===== src/rtl/gate_check_seq_if.sv =====
// Bus between the truth-table sequencer and the gate/control-model pair it exercises.
// master: sequencer side; slave: environment driving start and the gate outputs.
interface gate_check_seq_if #(
  parameter int N_IN = 2
);
  logic              start;
  logic              dut_s;
  logic              ref_s;
  logic [N_IN-1:0]   stim;
  logic              busy;
  logic              done;
  logic              pass;
  logic [N_IN:0]     err_count;
  logic [N_IN-1:0]   first_err_vec;
  logic              first_err_valid;

  modport master (
    input  start, dut_s, ref_s,
    output stim, busy, done, pass, err_count, first_err_vec, first_err_valid
  );

  modport slave (
    output start, dut_s, ref_s,
    input  stim, busy, done, pass, err_count, first_err_vec, first_err_valid
  );
endinterface


===== src/rtl/gate_check_seq.sv =====
// Clocked truth-table checker: walks stim over all 2**N_IN vectors, holds each for
// SETTLE cycles, then compares gate output against the control model for one cycle.
module gate_check_seq #(
  parameter int N_IN   = 2,
  parameter int SETTLE = 1
) (
  input  logic            clk,
  input  logic            rst_n,
  gate_check_seq_if.master bus
);
  localparam int CW = (SETTLE < 2) ? 1 : $clog2(SETTLE + 1);
  localparam logic [CW-1:0] SETTLE_C = CW'(SETTLE);

  typedef enum logic [1:0] {IDLE, DRIVE, CMP, DONE} state_t;

  state_t          state_q, state_d;
  logic [N_IN-1:0] stim_q, stim_d;
  logic [CW-1:0]   cnt_q, cnt_d;
  logic [N_IN:0]   err_q, err_d;
  logic [N_IN-1:0] fvec_q, fvec_d;
  logic            fval_q, fval_d;
  logic            busy_q, busy_d;
  logic            done_q, done_d;
  logic            pass_q, pass_d;

  always_ff @(posedge clk or negedge rst_n) begin
    if (!rst_n) begin
      state_q <= IDLE;
      stim_q  <= '0;
      cnt_q   <= '0;
      err_q   <= '0;
      fvec_q  <= '0;
      fval_q  <= 1'b0;
      busy_q  <= 1'b0;
      done_q  <= 1'b0;
      pass_q  <= 1'b0;
    end else begin
      state_q <= state_d;
      stim_q  <= stim_d;
      cnt_q   <= cnt_d;
      err_q   <= err_d;
      fvec_q  <= fvec_d;
      fval_q  <= fval_d;
      busy_q  <= busy_d;
      done_q  <= done_d;
      pass_q  <= pass_d;
    end
  end

  always_comb begin
    state_d = state_q;
    stim_d  = stim_q;
    cnt_d   = cnt_q;
    err_d   = err_q;
    fvec_d  = fvec_q;
    fval_d  = fval_q;
    busy_d  = busy_q;
    done_d  = done_q;
    pass_d  = pass_q;
    case (state_q)
      IDLE, DONE: begin
        if (bus.start) begin
          state_d = DRIVE;
          stim_d  = '0;
          cnt_d   = SETTLE_C;
          err_d   = '0;
          fvec_d  = '0;
          fval_d  = 1'b0;
          busy_d  = 1'b1;
          done_d  = 1'b0;
          pass_d  = 1'b0;
        end
      end
      DRIVE: begin
        cnt_d = cnt_q - 1'b1;
        if (cnt_q == CW'(1)) state_d = CMP;
      end
      CMP: begin
        if (bus.dut_s != bus.ref_s) begin
          err_d = err_q + 1'b1;
          if (!fval_q) begin
            fvec_d = stim_q;
            fval_d = 1'b1;
          end
        end
        // pass is derived from the post-compare count so the last vector is included
        if (&stim_q) begin
          state_d = DONE;
          busy_d  = 1'b0;
          done_d  = 1'b1;
          pass_d  = (err_d == '0);
        end else begin
          stim_d  = stim_q + 1'b1;
          cnt_d   = SETTLE_C;
          state_d = DRIVE;
        end
      end
      default: state_d = IDLE;
    endcase
  end

  assign bus.stim            = stim_q;
  assign bus.busy            = busy_q;
  assign bus.done            = done_q;
  assign bus.pass            = pass_q;
  assign bus.err_count       = err_q;
  assign bus.first_err_vec   = fvec_q;
  assign bus.first_err_valid = fval_q;
endmodule

===== src/flat_wrapper.sv =====
// flat-port wrapper written by rule: the top's interface ports become plain ports
module gate_check_seq_flat 
#(
  parameter int N_IN   = 2,
  parameter int SETTLE = 1
)
  (clk, rst_n, bus_start, bus_dut_s, bus_ref_s, bus_stim, bus_busy, bus_done, bus_pass, bus_err_count, bus_first_err_vec, bus_first_err_valid);
  gate_check_seq_if #(.N_IN(N_IN)) bus_i ();
  input  logic clk;
  input  logic rst_n;
  input wire logic [$bits(bus_i.start)-1:0] bus_start;
  input wire logic [$bits(bus_i.dut_s)-1:0] bus_dut_s;
  input wire logic [$bits(bus_i.ref_s)-1:0] bus_ref_s;
  output wire logic [$bits(bus_i.stim)-1:0] bus_stim;
  output wire logic [$bits(bus_i.busy)-1:0] bus_busy;
  output wire logic [$bits(bus_i.done)-1:0] bus_done;
  output wire logic [$bits(bus_i.pass)-1:0] bus_pass;
  output wire logic [$bits(bus_i.err_count)-1:0] bus_err_count;
  output wire logic [$bits(bus_i.first_err_vec)-1:0] bus_first_err_vec;
  output wire logic [$bits(bus_i.first_err_valid)-1:0] bus_first_err_valid;
  assign bus_i.start = bus_start;
  assign bus_i.dut_s = bus_dut_s;
  assign bus_i.ref_s = bus_ref_s;
  assign bus_stim = bus_i.stim;
  assign bus_busy = bus_i.busy;
  assign bus_done = bus_i.done;
  assign bus_pass = bus_i.pass;
  assign bus_err_count = bus_i.err_count;
  assign bus_first_err_vec = bus_i.first_err_vec;
  assign bus_first_err_valid = bus_i.first_err_valid;
  gate_check_seq #(.N_IN(N_IN), .SETTLE(SETTLE)) u_core (.clk(clk), .rst_n(rst_n), .bus(bus_i));
endmodule

===== config.mk =====
export PLATFORM = sky130hd
export DESIGN_NAME = gate_check_seq_flat
export DESIGN_NICKNAME = d
export VERILOG_FILES = /design/src/rtl/gate_check_seq_if.sv /design/src/rtl/gate_check_seq.sv /design/src/flat_wrapper.sv
export SDC_FILE = /design/constraint.sdc
export NUM_CORES = 1
export LEC_CHECK = 0
export ABC_AREA = 1
export CAP_MARGIN = 25
export CORE_MARGIN = 2
export CORE_UTILIZATION = 52
export CTS_BUF_LIST = sky130_fd_sc_hd__clkbuf_8
export DETAILED_ROUTE_END_ITERATION = 8
export PLACE_DENSITY = 0.88
export SETUP_SLACK_MARGIN = 0.02
export SYNTH_ARGS = -nofsm -noshare
export SYNTH_HDL_FRONTEND = slang
export SYNTH_SLANG_ARGS = --single-unit

===== constraint.sdc =====
create_clock -name clk -period 1.55 [get_ports clk]
set_clock_uncertainty 0.05 [all_clocks]
set_input_delay 0.31 -clock clk [delete_from_list [all_inputs] [get_ports clk]]
set_output_delay 0.31 -clock clk [all_outputs]
set_load 0.005 [all_outputs]

==> run summary <==
Post-DRT Antenna Nets -> 0
Worst path top cell family by delay -> buffers and inverters
CTS tree -> yes
RSZ-0062 raised after global routing -> no
Starting Density -> 0.546
first-pass GRT wire length -> 3010 um
CP Cell Sequence -> clkdlybuf4s50_1
P_int -> 1.08 mW
Lkg Pwr -> 0.551 nW
Power Density -> 1690 nW/um2
WL met1 -> 783 um
drt pass-1 iters -> 4
IO Pins -> 16
Vias -> 736
worst hold-check path type -> input pin to async pin
clock tree buffer depth -> 2
largest net degree at the start of global routing -> 15
CP max FO -> 3
Critical Path AT -> 1.11 ns
Post-Syn Area -> 803 um2
CP Capture Type -> primary output
Slowest-stage cell, CP -> clkdlybuf4s50_1
Slew Limit Fails -> 0
R2R Path Start -> u_core.state_q[0]$_DFFE_PN0P_
Comb power frac -> 0.530
WL met2 -> 864 um
port bufs -> 15
grt ovf -> 0
layout cells sized above 1 -> 0.152
Seq/Total Area, Yosys -> 0.436
routed length on met3 -> 92 um
Net Sw Power -> 722 uW
FF+latch area -> 350 um2
status -> completed
Core Rows -> 14
DR WL/cell -> 12.7 um
FF-to-FF setup slack -> 0.09 ns
Hold Fails Final Rpt -> 0
clk slew on worst S/H paths -> 0.05 ns
post-synth net total -> 112
Fin Hold WS -> 0.326 ns
Max Clock Freq -> 678 MHz
highest routed metal layer -> met4
net count reported at finish -> 137
synth warn -> 0
Clk Tree Root Cell -> clkbuf_8
Slew headroom -> 0.807
total CTS buffers -> 3
MaxCap Viol Count -> 0
syn avg cell area -> 7.88 um2
VDD IR max -> 0.922 mV
core area -> 1470 um2
DR iter-0 viols -> 21
Final min period -> 1.47 ns
Netlist cell types -> 17
CP Class -> register to primary output
Fill cells -> 111
post-detailed-route DRC marker count -> 0
die width -> 43.3 um
Worst Setup Start Kind -> register
clk_lat worst skew -> 0.24 ns
CTS Hold Bufs -> 0
CP max stage delay -> 0.51 ns
FF-to-FF End -> u_core.bus.stim[0]$_DFFE_PN0P_
Overall Power -> 1.80 mW
Reg power frac -> 0.306
#FFs+latches synth -> 14
RD Place Congestion -> 0.830
chip height -> 43.3 um
Via density -> 5.22
Switching Fraction -> 0.402
clock share of power -> 0.164
Worst Path Buf+Inv -> 1
HPWL after detailed placement -> 1240 um
area of the die -> 1880 um2
Post-Synthesis Cells -> 102
cells on worst reg2reg path -> 7
worst slew pin tran -> 0.288 ns
CTS Sinks -> 14
n_diodes -> 0
Synth-to-Final Area Change -> 32.9%
H-Tree Depth -> 1
Detailed Route WL -> 1790 um
antenna violations before repair -> 0
Tcrit/Tclk final -> 0.952
setup violators final -> 0
Worst EP required -> 1.19 ns
multi-input logic area -> 399 um2
vias in the first global route -> 734
gr usage total -> 0.220
==> cells in the mapped netlist <==
master   instances  area [um2]
nand3_4          1        17.5
o21a_1           2        15.0
inv_4            1        6.26
o21ai_0          7        35.0
nor2_1           6        22.5
o21ai_2          1        8.76
a22oi_1          1        7.51
nand3_1         11        55.1
buf_4            1        7.51
inv_1           14        52.6
nor2_2           1        6.26
ha_1             5        62.6
nand2_1         29         109
dfrtp_1         14         350
nand2_2          4        25.0
o31ai_1          1        7.51
o21ai_1          3        15.0
==> what timing repair did <==
item	CTS	global route
gates resized for setup	1	3
pin swaps	0	0
setup buffers	0	5
endpoints found under the setup margin	1	13
==> worst max path at each step <==
| stage | startpoint | end | cells after the start |
|---|---|---|---|
| 2_1_floorplan | u_core.state_q[0]$_DFFE_PN0P_ | u_core.bus.stim[0]$_DFFE_PN0P_ | 7 |
| 3_3_place_gp | bus_ref_s | u_core.bus.err_count[2]$_DFFE_PN0P_ | 8 |
| 3_5_place_dp | bus_ref_s | u_core.bus.err_count[2]$_DFFE_PN0P_ | 8 |
| 4_1_cts | u_core.bus.err_count[1]$_DFFE_PN0P_ | bus_err_count[1] | 1 |
| 5_1_grt | u_core.bus.first_err_valid$_DFFE_PN0P_ | bus_first_err_valid | 1 |
| 6_report | u_core.bus.err_count[2]$_DFFE_PN0P_ | bus_err_count[2] | 1 |
==> metrics by stage <==
step / instances / util / cell area (um2) / setup slack (ns) / setup TNS, ns
floorplan: 102 / - / 803 / 0.154 / 0
global placement: 133 / 0.662 / 973 / 0.0487 / 0
detailed placement: 133 / 0.662 / 973 / -0.0146 / -0.0146
CTS: 136 / 0.698 / 1030 / 0.0233 / 0
global route: 141 / 0.725 / 1070 / 0.0276 / 0
finish: 141 / 0.725 / 1070 / 0.0751 / 0
==> registers in the layout, indices dropped and copies added, names as in the netlist <==
| name | cells |
|---|---|
| u_core.bus.busy | 1 |
| u_core.bus.pass | 1 |
| u_core.bus.err_count | 3 |
| u_core.bus.done | 1 |
| u_core.bus.stim | 2 |
| u_core.state_q | 2 |
| u_core.cnt_q | 1 |
| u_core.bus.first_err_vec | 2 |
| u_core.bus.first_err_valid | 1 |
==> area by class of cell <==
type / count / share of cell area
inverter: 15 / 0.0551
timing repair buffer: 21 / 0.185
clock buffer: 3 / 0.0387
sequential: 14 / 0.328
tap: 16 / 0.0188
multi-input combinational: 72 / 0.374
==> cell families after synthesis <==
logic type      share of synthesized area
simple gates                        0.293
flops                               0.436
fa+ha+maj                          0.0779
buf+inv                            0.0826
compound gates                      0.111
==> power by group through the flow <==
stage | combinational, mW | clock [mW] | sequential, mW
floorplan | 0.566 | 0 | 0.557
global placement | 0.798 | 0 | 0.557
detailed placement | 0.829 | 0 | 0.565
CTS | 0.879 | 0.292 | 0.561
global route | 1.06 | 0.309 | 0.566
finish | 0.954 | 0.294 | 0.551
==> cells in the final DEF, fill, tap and decap left out, types with 2 or more instances in the layout <==
cell              n
inv_1            13
clkdlybuf4s50_1  14
o21ai_0           6
nor2_1            6
buf_4             6
clkbuf_8          3
o21a_1            2
o21ai_1           4
dfrtp_1          14
nand3_1          11
nand2_1          29
ha_1              4
nand2_2           4
==> routing by layer <==
layer,global-route usage,up-vias
met3,0.0383,7
met4,0.121,0
li1,-,377
met1,0.273,324
met5,0,-
met2,0.361,28
(Power assumes the default switching activity.)
